--- src/rtl/phys_free_list_pkg.sv ---
// Shared rename definitions: register-file sizing, the physical tag type and
// the modulo-depth increment used by the free-list pointers.
package phys_free_list_pkg;

  localparam int unsigned NumArchRegs = 35;
  localparam int unsigned NumPhysRegs = 64;
  localparam int unsigned TW          = $clog2(NumPhysRegs);

  typedef logic [TW-1:0] phys_tag_t;

  // Depth need not be a power of two, so wrap explicitly instead of overflowing.
  function automatic int unsigned wrap_inc(int unsigned ptr, int unsigned depth);
    return (ptr + 1 >= depth) ? 0 : ptr + 1;
  endfunction

endpackage

--- src/rtl/phys_free_list_if.sv ---
// Rename-stage <-> free-list connection: allocate, retire-free, flush and status.
interface phys_free_list_if
  import phys_free_list_pkg::*;
#(
  parameter int unsigned NUM_ARCH_REGS = NumArchRegs,
  parameter int unsigned NUM_PHYS_REGS = NumPhysRegs
);

  localparam int unsigned D    = NUM_PHYS_REGS - NUM_ARCH_REGS;
  localparam int unsigned TagW = $clog2(NUM_PHYS_REGS);
  localparam int unsigned CW   = $clog2(D + 1);

  logic            alloc_req;
  logic            alloc_grant;
  logic [TagW-1:0] alloc_tag;
  logic            retire_valid;
  logic [TagW-1:0] retire_old_tag;
  logic            flush;
  logic [CW-1:0]   free_count;
  logic            empty;
  logic            err;

  modport master (
    output alloc_req,
    output retire_valid,
    output retire_old_tag,
    output flush,
    input  alloc_grant,
    input  alloc_tag,
    input  free_count,
    input  empty,
    input  err
  );

  modport slave (
    input  alloc_req,
    input  retire_valid,
    input  retire_old_tag,
    input  flush,
    output alloc_grant,
    output alloc_tag,
    output free_count,
    output empty,
    output err
  );

endinterface

--- src/rtl/phys_free_list_wrap_ptr.sv ---
// Modulo-Depth pointer with increment and parallel load; load wins over increment.
module fl_wrap_ptr
  import phys_free_list_pkg::*;
#(
  parameter int unsigned Depth = 29,
  parameter int unsigned Width = 5
) (
  input  logic             clk,
  input  logic             reset,
  input  logic             inc,
  input  logic             load,
  input  logic [Width-1:0] load_val,
  output logic [Width-1:0] ptr
);

  logic [Width-1:0] ptr_q;
  logic [Width-1:0] ptr_d;

  always_comb begin
    ptr_d = ptr_q;
    if (load) begin
      ptr_d = load_val;
    end else if (inc) begin
      ptr_d = Width'(wrap_inc(32'(ptr_q), Depth));
    end
  end

  always_ff @(posedge clk or negedge reset) begin
    if (!reset) begin
      ptr_q <= '0;
    end else begin
      ptr_q <= ptr_d;
    end
  end

  assign ptr = ptr_q;

endmodule

--- src/rtl/phys_free_list.sv ---
// Physical register free list: circular buffer of free tags with speculative and
// committed allocate pointers so a flush can roll back uncommitted allocations.
module phys_free_list
  import phys_free_list_pkg::*;
#(
  parameter int unsigned NUM_ARCH_REGS = NumArchRegs,
  parameter int unsigned NUM_PHYS_REGS = NumPhysRegs
) (
  input  logic                clk,
  input  logic                reset,
  phys_free_list_if.slave     fl
);

  localparam int unsigned D    = NUM_PHYS_REGS - NUM_ARCH_REGS;
  localparam int unsigned TagW = $clog2(NUM_PHYS_REGS);
  localparam int unsigned CW   = $clog2(D + 1);
  localparam int unsigned PW   = (D > 1) ? $clog2(D) : 1;

  logic [PW-1:0]   head;
  logic [PW-1:0]   commit_head;
  logic [PW-1:0]   tail;
  logic [PW-1:0]   commit_next;
  logic [TagW-1:0] mem_q [D];
  logic [CW-1:0]   free_count_q;
  logic [CW-1:0]   free_count_d;
  logic            empty_q;
  logic            err_q;
  logic            err_d;
  logic            grant;
  logic            retire_ok;

  // Gated by reset so no grant is visible while the list is being reinitialised.
  assign grant = fl.alloc_req & reset & ~empty_q & ~fl.flush;

  // A full speculative count means nothing is outstanding, so there is nothing to retire.
  assign retire_ok   = fl.retire_valid & (free_count_q != CW'(D));
  assign commit_next = retire_ok ? PW'(wrap_inc(32'(commit_head), D)) : commit_head;

  fl_wrap_ptr #(
    .Depth (D),
    .Width (PW)
  ) u_head (
    .clk      (clk),
    .reset    (reset),
    .inc      (grant),
    .load     (fl.flush),
    .load_val (commit_next),
    .ptr      (head)
  );

  fl_wrap_ptr #(
    .Depth (D),
    .Width (PW)
  ) u_commit_head (
    .clk      (clk),
    .reset    (reset),
    .inc      (retire_ok),
    .load     (1'b0),
    .load_val ('0),
    .ptr      (commit_head)
  );

  fl_wrap_ptr #(
    .Depth (D),
    .Width (PW)
  ) u_tail (
    .clk      (clk),
    .reset    (reset),
    .inc      (retire_ok),
    .load     (1'b0),
    .load_val ('0),
    .ptr      (tail)
  );

  // Every retire commits one allocation and frees one tag, so the committed
  // region (commit_head to tail) always spans all D entries after a flush.
  always_comb begin
    free_count_d = free_count_q;
    if (fl.flush) begin
      free_count_d = CW'(D);
    end else if (grant && !retire_ok) begin
      free_count_d = free_count_q - CW'(1);
    end else if (retire_ok && !grant) begin
      free_count_d = free_count_q + CW'(1);
    end
  end

  assign err_d = err_q | (fl.retire_valid & ~retire_ok);

  always_ff @(posedge clk or negedge reset) begin
    if (!reset) begin
      free_count_q <= CW'(D);
      empty_q      <= 1'b0;
      err_q        <= 1'b0;
    end else begin
      free_count_q <= free_count_d;
      empty_q      <= (free_count_d == '0);
      err_q        <= err_d;
    end
  end

  // Reset contents follow the RAT identity map: tags NUM_ARCH_REGS.. are free.
  always_ff @(posedge clk or negedge reset) begin
    if (!reset) begin
      for (int i = 0; i < int'(D); i++) begin
        mem_q[i] <= TagW'(int'(NUM_ARCH_REGS) + i);
      end
    end else if (retire_ok) begin
      mem_q[tail] <= fl.retire_old_tag;
    end
  end

  assign fl.alloc_grant = grant;
  assign fl.alloc_tag   = mem_q[head];
  assign fl.free_count  = free_count_q;
  assign fl.empty       = empty_q;
  assign fl.err         = err_q;

  commit_tail_aligned: assert property (@(posedge clk) disable iff (!reset)
    commit_head == tail);

  count_in_range: assert property (@(posedge clk) disable iff (!reset)
    free_count_q <= CW'(D));

endmodule

--- src/flat_wrapper.sv ---
// flat-port wrapper written by rule: the top's interface ports become plain ports
module phys_free_list_flat import phys_free_list_pkg::*;
#(
  parameter int unsigned NUM_ARCH_REGS = NumArchRegs,
  parameter int unsigned NUM_PHYS_REGS = NumPhysRegs
)
  (clk, reset, fl_alloc_req, fl_retire_valid, fl_retire_old_tag, fl_flush, fl_alloc_grant, fl_alloc_tag, fl_free_count, fl_empty, fl_err);
  phys_free_list_if #(.NUM_ARCH_REGS(NUM_ARCH_REGS), .NUM_PHYS_REGS(NUM_PHYS_REGS)) fl_i ();
  input  logic clk;
  input  logic reset;
  input wire logic [$bits(fl_i.alloc_req)-1:0] fl_alloc_req;
  input wire logic [$bits(fl_i.retire_valid)-1:0] fl_retire_valid;
  input wire logic [$bits(fl_i.retire_old_tag)-1:0] fl_retire_old_tag;
  input wire logic [$bits(fl_i.flush)-1:0] fl_flush;
  output wire logic [$bits(fl_i.alloc_grant)-1:0] fl_alloc_grant;
  output wire logic [$bits(fl_i.alloc_tag)-1:0] fl_alloc_tag;
  output wire logic [$bits(fl_i.free_count)-1:0] fl_free_count;
  output wire logic [$bits(fl_i.empty)-1:0] fl_empty;
  output wire logic [$bits(fl_i.err)-1:0] fl_err;
  assign fl_i.alloc_req = fl_alloc_req;
  assign fl_i.retire_valid = fl_retire_valid;
  assign fl_i.retire_old_tag = fl_retire_old_tag;
  assign fl_i.flush = fl_flush;
  assign fl_alloc_grant = fl_i.alloc_grant;
  assign fl_alloc_tag = fl_i.alloc_tag;
  assign fl_free_count = fl_i.free_count;
  assign fl_empty = fl_i.empty;
  assign fl_err = fl_i.err;
  phys_free_list #(.NUM_ARCH_REGS(NUM_ARCH_REGS), .NUM_PHYS_REGS(NUM_PHYS_REGS)) u_core (.clk(clk), .reset(reset), .fl(fl_i));
endmodule
--- config.mk ---
export PLATFORM = sky130hd
export DESIGN_NAME = phys_free_list_flat
export DESIGN_NICKNAME = d
export VERILOG_FILES = /design/src/rtl/phys_free_list_pkg.sv /design/src/rtl/phys_free_list_if.sv /design/src/rtl/phys_free_list_wrap_ptr.sv /design/src/rtl/phys_free_list.sv /design/src/flat_wrapper.sv
export SDC_FILE = /design/constraint.sdc
export NUM_CORES = 1
export LEC_CHECK = 0
export CAP_MARGIN = 0
export CORE_UTILIZATION = 62
export DETAILED_ROUTE_END_ITERATION = 7
export PLACE_DENSITY = 0.8
export SLEW_MARGIN = 10
export SYNTH_ARGS = -nofsm -noshare
export SYNTH_HDL_FRONTEND = slang
export SYNTH_SLANG_ARGS = --single-unit
--- constraint.sdc ---
create_clock -name clk -period 3 [get_ports clk]
set_input_delay 0.75 -clock clk [delete_from_list [all_inputs] [get_ports clk]]
set_output_delay 0.75 -clock clk [all_outputs]
set_load 0.005 [all_outputs]
Word level (Yosys, flattened, before mapping)
Index checks and enable logic that the tools add are counted.
- bits in registers: 196
- input port bits: 11
- logic and storage cells: 80
- output and inout bits: 14
- reductions and logical operators: 7
- eq/ne operators: 1
- $add $sub $neg: 5
- magnitude comparators: 6
- muxes and demuxes: 15
- bitwise logic cells: 11
- operators by type and width (operator ; count):
    174-bit bitwise mux ; 1
    5-bit 2-to-1 mux ; 9
    6-bit binary-select mux with 5-bit select ; 1
    6-bit demux with 5-bit select ; 1
    5-bit by 1-bit adder with 6-bit output (second input constant) ; 3
    6-bit by 5-bit greater-or-equal comparator with 1-bit output (second input constant) ; 3
    6-bit 2-to-1 mux ; 3
    6-bit greater-or-equal comparator (second input constant) ; 2
    5-bit NOT with 6-bit output ; 2
    6-bit by 1-bit < comparator with 1-bit output (second input constant) ; 1
    5-bit by 1-bit adder with 5-bit output (second input constant) ; 1
    1-bit bitwise AND ; 5
    5-bit logical NOT ; 1
    5-bit inequality test (second input constant) ; 1
    5-bit by 1-bit subtractor with 5-bit output (second input constant) ; 1
    1-bit logical AND ; 3
    1-bit NOT ; 3
    1-bit logical NOT ; 2
    2-bit nonzero test ; 1
    1-bit OR ; 1

Longest topological paths before layout
Gate-level depths: netlist (run 1).
- depth in word-level cells: 9
- mapped depth: 10
- gate-level depth less buffers: 7

Modules after synthesis
A second synthesis (run 1) with hierarchy kept.
- cell total of the unflattened synthesis: 730
- area, all modules: 10095.9 um2
- modules (own cells, without submodules) (module ; times used ; cells each ; seq. area each (um2) ; area each (um2)):
    phys_free_list ; 1 ; 598 ; 4668.2 ; 8996.1
    fl_wrap_ptr ; 3 ; 44 ; 125.1 ; 366.6

Least setup slack after synthesis (run 1)
OpenSTA, ideal clock, no wires.
- kind: reg2out
- from: register u_core.u_head.ptr_q[0], in the netlist u_core.u_head.ptr[0]
- to: output port fl_alloc_tag[2]
- stages on the path, launching flop included: 6
- path slack: 0.598 ns
- required time: 2.250 ns
- arrival time: 1.652 ns
- buffers on the path: 1
- path through: dfrtp_1 buf_2 mux4_2 mux2_2 o22ai_1 nor3_1
- longest elaborated chain between the ends: 4
- ends and longest elaborated chain (item ; line ; RTL):
    start, declared ; phys_free_list_wrap_ptr.sv:16 ; logic [Width-1:0] ptr_q;
    start signal, assigned ; phys_free_list_wrap_ptr.sv:32 ; ptr_q <= ptr_d;
    5-bit NOT with 6-bit output (implied by the code) ; phys_free_list.sv:114 ; assign fl.alloc_tag = mem_q[head];
    6-bit binary-select mux with 5-bit select ; phys_free_list.sv:114 ;
    6-bit 2-to-1 mux (implied by the code) (2 in a row) ; phys_free_list.sv:114 ;
    end, declared ; flat_wrapper.sv:16 ; output wire logic [$bits(fl_i.alloc_tag)-1:0] fl_alloc_tag;
No other way between the ends. The select of a mux whose other input is x is not followed.

Worst setup path after layout (run 1)
- from: register u_core.u_head.ptr_q[0], in the netlist u_core.u_head.ptr[0]
- to: output port fl_alloc_tag[5]
The elaborated chain is that of the path after synthesis.

==> flow_results.org, run 1 <==
** GRT
- Global-route congestion overflow total :: 0
- Number of antenna violations at the first check in global routing :: 0
- The first global-routing pass estimated 37.36 mm of wire.
- Across every metal layer, demand over resource in global routing totals 0.3064.
- Via count of the first global-routing pass :: 6881
- Entering global routing, the biggest net connects 197 pins.

** Floorplanning
- Core area :: 15430 um^2
- The floorplan step set the die height to 128.5 um.
- Row generation in the floorplan step produced 45 rows.
- Die Area :: 16520 um^2
- The initial utilization of the core area, before any placement, comes to 0.6434.
- I/O pin count :: 25
- Die extent in x :: 128.5 um

** Synthesis
- For this run, asynchronously set or reset flops after synthesis account for 1.000.
- Ys flop type :: dfstp_2
- Of the post-synthesis cell area, the part taken by muxes is 0.3018.
- Proportion of synthesized chip area in sequential cells :: 0.5081
- Complex-gate fraction of the synthesized area :: 0.05660
- By count the netlist is led by mux2_2, dfstp_2, dfrtp_1.
- Combinational family with the most area after synthesis :: multiplexers
- Number of storage elements in the synthesis netlist :: 196
- Count of different cell masters after synthesis :: 63
- Post-synthesis instance area :: 9926 um^2
- Of the post-synthesis cell area, the dominant cell type holds 0.2938.
- Simple-gate area share of the yosys netlist :: 0.08484
- Synthesized area per cell :: 13.04 um^2
- Synthesized Nets :: 783
- Number of enable flip-flop cells after synthesis :: 0
- Mapped Cells :: 761
- Post-synthesis share of cell area spent on xor and xnor gates :: 0.003530
- By area the synthesized netlist is led by dfstp_2, dfrtp_1, mux2_2.
- Yosys warning count :: 0
- Cell accounting for the most synthesized area :: dfstp_2
- Dominant cell by count in the synthesized netlist :: mux2_2
- Adder-cell share of the synthesized area :: 0.01588

** Layout
- After filler insertion, the fill cell instance count of the layout stands at 1026.
- Summing all non-filler instances in the final layout gives an area of 11300 um^2.
- Multi-input combinational cell area :: 4679 um^2
- Across the whole layout, storage elements account for 5049 um^2.
- In the final design database the tool counted 823 nets.
- Number of non-filler instances in the completed layout :: 1025
- Post-layout utilization of the core :: 0.7328
- The number of antenna diodes in the final layout is 0.
- Proportion of layout cells with a drive suffix above 1 :: 0.5246
- Relative to the synthesized area, the layout overhead comes to 13.89%.

** Setup path
- Crit path kind :: flop to primary output
- Data arrival time of the critical path :: 2.41 ns
- At the worst endpoint, the required time is 2.25 ns.
- Worst Setup End Kind :: primary output
- STA classifies the critical path startpoint as a flop.
- In this run the worst path has a maximum fanout of 5.

** Route
- After detailed routing, the total wire length is 23.59 mm.
- In this run the remaining antenna-violating nets after routing total 0.
- The detailed router finished its first iteration with 606 violations.
- DR pass1 iterations :: 5
- Across all layers, the routed design uses 6667 vias.
- Vias per inst :: 6.504
- Detailed-route wire length per cell :: 23.01 um
- DRC errors left :: 0

** Timing
- Clock skew after layout :: 0.007917 ns
- The routed design could run at a clock period as short as 3.164 ns.
- Ratio of final minimum period to clock period :: 1.055
- Maximum clock frequency :: 316.0 MHz
- Actual transition at the worst max-transition pin :: 1.087 ns
- Normalized max-slew margin :: 0.2751
- Setup violations remaining at the end of the flow were counted as 6.
- Final worst hold slack :: 0.4567 ns
- After layout, the worst setup slack is -0.1642 ns.
- Sum Neg Setup Slack :: -0.7429 ns
- The total count of max-transition violations in the final report came to 0.
- Setup repair after global routing could not meet its margin everywhere.
- Final hold vios :: 0

** Outcome
- The flow ran to the end, but the final reports show violations.
- The final reports fail on negative setup slack.

** Worst hold path
- In this run the worst hold path is classified as input pin to async pin.

** Run
- Number of maximum-capacitance constraint violations :: 0

** Placed design
- Placed Cells incl. Taps :: 973
- Routability-driven placement finished with a final weighted congestion of 0.8278.
- Before CTS, the worst setup slack after placement is 0.05095 ns.
- Number of port buffers :: 24
- After legalization and detailed placement, the total HPWL measured 15.32 mm.
- Standard cell area after detailed placement :: 10470 um^2

** Power and ir drop
- Post-layout total power :: 10.95 mW
- Power density cells :: 968.7 nW/um^2
- Highest ir drop seen on vdd :: 0.5982 mV
- Static leakage :: 4.891 nW

** Clock network
- Clock root cell :: clkbuf_16
- The number of clock buffers added by TritonCTS is 17.
- After clock tree synthesis, the clock-pin slew on the worst setup and hold paths is 0.07 ns.
- TritonCTS built the clock tree.
- CTS H-tree lvls :: 4
- The clock reaches the later pin of the worst-skew pair after 0.44 ns.
- Num Clock Sinks :: 196
- Worst-case clock buffer depth :: 2
[final cells by class]
type / count / share of cell area
flip-flops and latches: 196 / 0.4466
multi-input cells: 499 / 0.4139
repair buffers: 72 / 0.06353
inverters: 15 / 0.004981
well taps: 211 / 0.02335
clock buffers: 22 / 0.04106
clock inverters: 10 / 0.006530
[routing by layer]
layer  track usage  vias up  wire length, um
met3       0.07069       50             1534
met5             0        -                0
met1        0.4013     3472             9765
met2        0.4976      273            11600
li1              -     2872                -
met4        0.1239        0              690
[cell usage in the layout (no fill, tap or decap), types with 13 or more instances in the layout]
master	n
a21oi_1	18
buf_4	33
clkbuf_16	17
clkdlybuf4s50_1	17
dfrtp_1	83
dfstp_2	111
inv_1	13
mux2_2	167
mux2i_1	42
mux4_2	24
nand2_1	46
nand3_1	25
nor2_1	20
[report_power, final]
part	switching [mW]	total, mW	internal (mW)
clock network	1.00	2.11	1.11
logic	2.11	4.34	2.23
registers	0.684	4.50	3.82
[flip-flops by register name (all words and copies together), names as in the netlist]
signal                    flops
u_core.u_head.ptr             5
u_core.mem_q                174
u_core.fl.err                 1
u_core.fl.empty               1
u_core.u_tail.ptr             5
u_core.u_commit_head.ptr      5
u_core.fl.free_count          5
[timing repair]
action,4_1_cts,5_1_grt
gates resized for setup,42,9
hold buffers,0,0
setup buffers,18,0
pin swaps,8,5
gates cloned,2,0
endpoints found under the setup margin,6,7
[kinds of logic (layout without fill, tap and decap cells)]
logic type | Yosys count | count (layout)
muxes | 247 | 247
AOI/OAI and AO/OA | 84 | 84
buffers and inverters | 66 | 119
adders and majority gates | 13 | 13
and+or+nand+nor | 151 | 151
xor gates and xnor gates | 4 | 4
DFF | 196 | 196
[worst max-delay path: stages, from the launching register on]
cell and delay [ns]:
dfrtp_2 0.51, buf_16 0.15, buf_6 0.10, mux4_2 0.52
mux2i_2 0.23, a221o_1 0.23, nand3_1 0.09, buf_2 0.14
[path summary, 6_finish.rpt]
check	from	endpoint	slack, ns	cells after the start
min	reset	u_core.fl.err$_DFF_PN0_	0.46	2
max reg2reg	u_core.fl.free_count[1]$_DFF_PN0_	u_core.mem_q[128]$_DFFE_PN0P_	0.35	7
min in group clk	u_core.fl.err$_DFF_PN0_	u_core.fl.err$_DFF_PN0_	0.47	1
max in group asynchronous	reset	u_core.mem_q[19]$_DFFE_PN0P_	1.69	2
max	u_core.u_head.ptr[0]$_DFFE_PN0P_	fl_alloc_tag[5]	-0.16	7
min reg2reg	u_core.fl.err$_DFF_PN0_	u_core.fl.err$_DFF_PN0_	0.47	1
No activity file was read; power rests on OpenSTA's default activity.
==> run 2: changes to the inputs <==
Settings changed: CORE_MARGIN from default to 2, CORE_UTILIZATION 62 to 56, PLACE_DENSITY 0.8 to 0.76.
Clock period 3 ns to 2.67 ns, I/O delays scaled along.
==> run 2 against run 1 <==
Against the previous run:
- sequential power rose by 11%
- critical path type unchanged
- design area up 0.22%
- the run still ends with negative setup slack left
- via count fell by 3.0%
- sequential share of layout area fell by 0.12 points
==> flow_results.org, run 2 (same netlist as run 1, synthesis figures left out) <==
** Timing
- Maximum clock frequency :: 339.2 MHz
- The worst clock skew came to 0.008339 ns (+0.0004216 ns).
- Final hold vios :: 0 (unchanged)
- Ratio of final minimum period to clock period :: 1.104
- Normalized max-slew margin :: 0.1890 (-0.08612)
- Actual transition at the worst max-transition pin :: 1.217 ns (+0.1292 ns)
- The final worst-path setup slack is -0.2783 ns (-0.1142 ns).
- RSZ-0062 raised after global routing :: true
- The worst path in the final design needs a cycle of 2.948 ns, including I/O delays and setup.
- Number of slew-limit violations in the final report :: 0 (unchanged)
- The setup violation total in the final timing report came to 6 (unchanged).

** Layout
- Net count of the finished layout :: 822 (-0.12%)
- Highest-count cells in the layout ignoring fill and taps :: mux2_2, dfstp_2, dfrtp_1, nand2_1, mux2i_1
- The number of flip-flops in the largest register came to 174 (unchanged).
- Commonest non-fill, non-tap cell in the layout :: mux2_2
- Area growth from synthesis to final layout :: 14.14%
- The count of fill cells added during filler insertion was 1215 (+18%).
- Antenna diodes :: 0 (unchanged)
- Counting flops per register, the top entry is u_core.mem_q.
- Post-layout instance area :: 11330 um^2 (+0.22%)
- The share of final-layout standard cells stronger than drive strength 1 was 0.5375 (+0.01295).

** Placed design
- The final HPWL from detailed placement is 15.60 mm (+1.8%).
- Routability Congestion :: 0.8633 (+4.3%)
- The standard cell area after detailed placement was 10630 um^2 (+1.5%).
- Number of port buffers :: 24 (unchanged)

** Floorplanning
- The horizontal extent of the die is 137.1 um (+6.7%).
- Starting utilization of the core area :: 0.5739 (-0.06953)
- The height of the die was 137.1 um (+6.7%).
- Std cell rows :: 48 (+6.7%)
- I/O pin count :: 25 (unchanged)
- The core box area came to 17300 um^2 (+12%).
- Die Area :: 18810 um^2 (+14%)

** Route
- The wire length after detailed routing was 23.36 mm (-0.97%).
- The final routed DRC violation total was 0 (unchanged).
- DR iter-0 viols :: 586 (-3.3%)
- The wire length per cell after detailed routing was 22.50 um (-2.2%).
- The via count of the routed design is 6465 (-3.0%).
- Vias per inst :: 6.228 (-4.2%)
- Residual antenna-violating net count after detailed routing :: 0 (unchanged)
- DR pass1 iterations :: 5 (unchanged)

** Setup path
- The slowest stage of the critical path is the mux4_2 cell.
- Data arrival time of the critical path :: 2.28 ns (-0.13 ns)
- The worst endpoint required time is 2.00 ns (-0.25 ns).
- Worst stage delay on the critical path :: 0.52 ns (about the same)
- The highest fanout seen on the critical path came to 7 (+2).
- By startpoint and endpoint, the worst setup path is classified as flop to primary output.
- STA classifies the critical path startpoint as a flop.
- The worst setup path is captured at a primary output.
- Cell chain of the critical path :: buf_8, mux4_2, mux2_4, o22ai_4, nor3_4, buf_2

** GRT
- Global-route wire length before repair :: 37.05 mm (-0.83%)
- Global-route congestion overflow total :: 0 (unchanged)
- Via count of the first global-routing pass :: 6720 (-2.3%)
- The global router's overall resource usage is 0.2659 (-0.04048).
- The pin count of the biggest net entering global routing came to 197 (unchanged).
- Number of antenna violations at the first check in global routing :: 0 (unchanged)

** Clock network
- The number of H-tree branching levels came to 4 (unchanged).
- Clock root cell :: clkbuf_16
- Number of buffers inserted by hold repair at cts :: 0 (unchanged)
- Worst-case clock buffer depth :: 2 (unchanged)
- Clock tree from TritonCTS :: yes
- Clock buffers created by TritonCTS :: 17 (unchanged)
- The number of sinks driven by the clock tree is 196 (unchanged).
- The clock transition at the register clock pins on the worst setup and hold paths after CTS was 0.07 ns (about the same).
- Clock latency on the worst-skew pair :: 0.45 ns (about the same)

** Worst hold path
- The min-delay analysis places its worst path in the category input pin to async pin.

** Power and ir drop
- The power density normalized to cell area is 1082 nW/um^2 (+12%).
- Post-layout total power :: 12.26 mW (+12%)
- Static leakage :: 4.889 nW (about the same)
- The worst supply voltage drop on vdd came to 0.6647 mV (+11%).

** Run
- The number of maximum-capacitance constraint violations is 0 (unchanged).

** Outcome
- The checks that failed: negative setup slack.
- Status :: complete, but fails checks
## run 2: cell types whose count changed in the layout (fill, tap and decap cells not counted), sizes merged
cell and change:
bufbuf -1, clkbuf -5, clkdlybuf4s50 -1, dlygate4sd2 +1
inv +5
## run 2: critical path, delay by kind of cell (launching register included)
kind            cells  cell delay [ns]
compound gates      1             0.20
buf+inv             2             0.29
flops               1             0.44
mux                 2             0.83
simple gates        1             0.07
## run 2: through the flow
stage               setup TNS (ns)  std cells  worst slack, ns  utilization  hold WS (ns)
global placement           -0.5336       1001         -0.09431       0.6147        0.4485
floorplan                        0        761           0.3504            -        0.3719
CTS                         -1.529       1040          -0.2837       0.6562        0.4696
global route                -1.699       1038          -0.3306       0.6550        0.5140
finish                      -1.305       1038          -0.2783       0.6550        0.3101
detailed placement         -0.6786       1001          -0.1123       0.6147        0.4536
## run 2: routing by layer
layer / vias to the layer above / track usage / wire length [um]
li1: 2869 / - / -
met1: 3359 / 0.3446 / 10020
met2: 200 / 0.4339 / 11780
met3: 37 / 0.07074 / 1174
met4: 0 / 0.09164 / 393
met5: - / 0 / 0
## run 2: final cells by class
| cell class | instances | area [um^2] | share of cell area |
|---|---|---|---|
| timing repair buffer | 71 | 661.9 | 0.05842 |
| multi-input combinational | 499 | 4723 | 0.4169 |
| clock inverter | 15 | 135.1 | 0.01193 |
| sequential | 196 | 5046 | 0.4454 |
| inverter | 15 | 56.30 | 0.004970 |
| clock buffer | 17 | 425.4 | 0.03755 |
| tap | 225 | 281.5 | 0.02485 |
## run 2: what timing repair did
| item | 4_1_cts | 5_1_grt |
|---|---|---|
| pin swaps | 10 | 3 |
| gates resized for setup | 49 | 7 |
| buffers inserted | 7 | 0 |
| gates cloned | 1 | 0 |
| setup endpoints to repair | 7 | 6 |
## run 2: final timing paths
kind                                                 end  slack, ns  cells after the start                              start
setup reg to reg           u_core.mem_q[106]$_DFFE_PN0P_       0.13                      7  u_core.fl.free_count[1]$_DFF_PN0_
setup / recovery                         fl_alloc_tag[2]      -0.28                      6   u_core.u_head.ptr[0]$_DFFE_PN0P_
hold reg to reg                  u_core.fl.err$_DFF_PN0_       0.47                      1            u_core.fl.err$_DFF_PN0_
hold / removal                 u_core.fl.empty$_DFF_PN0_       0.31                      2                              reset
min in group clk                 u_core.fl.err$_DFF_PN0_       0.47                      1            u_core.fl.err$_DFF_PN0_
max in group asynchronous   u_core.mem_q[90]$_DFFE_PN0P_       1.35                      2                              reset
## run 2: report_power, final
group          internal, mW  switching, mW  total, mW  leakage [nW]
clock network          1.23           1.24       2.47         0.276
registers              4.28          0.726       5.01          2.27
logic                  2.43           2.36       4.79          2.34
total                  7.94           4.32       12.3          4.89
==> run 3: changes to the inputs <==
Settings changed: ABC_CLOCK_PERIOD_IN_PS from default to 2670, CTS_BUF_LIST from default to sky130_fd_sc_hd__clkbuf_8 sky130_fd_sc_hd__clkbuf_16.
==> results of run 3 <==
Final layout, timing and power as in run 2 (identical DEF).
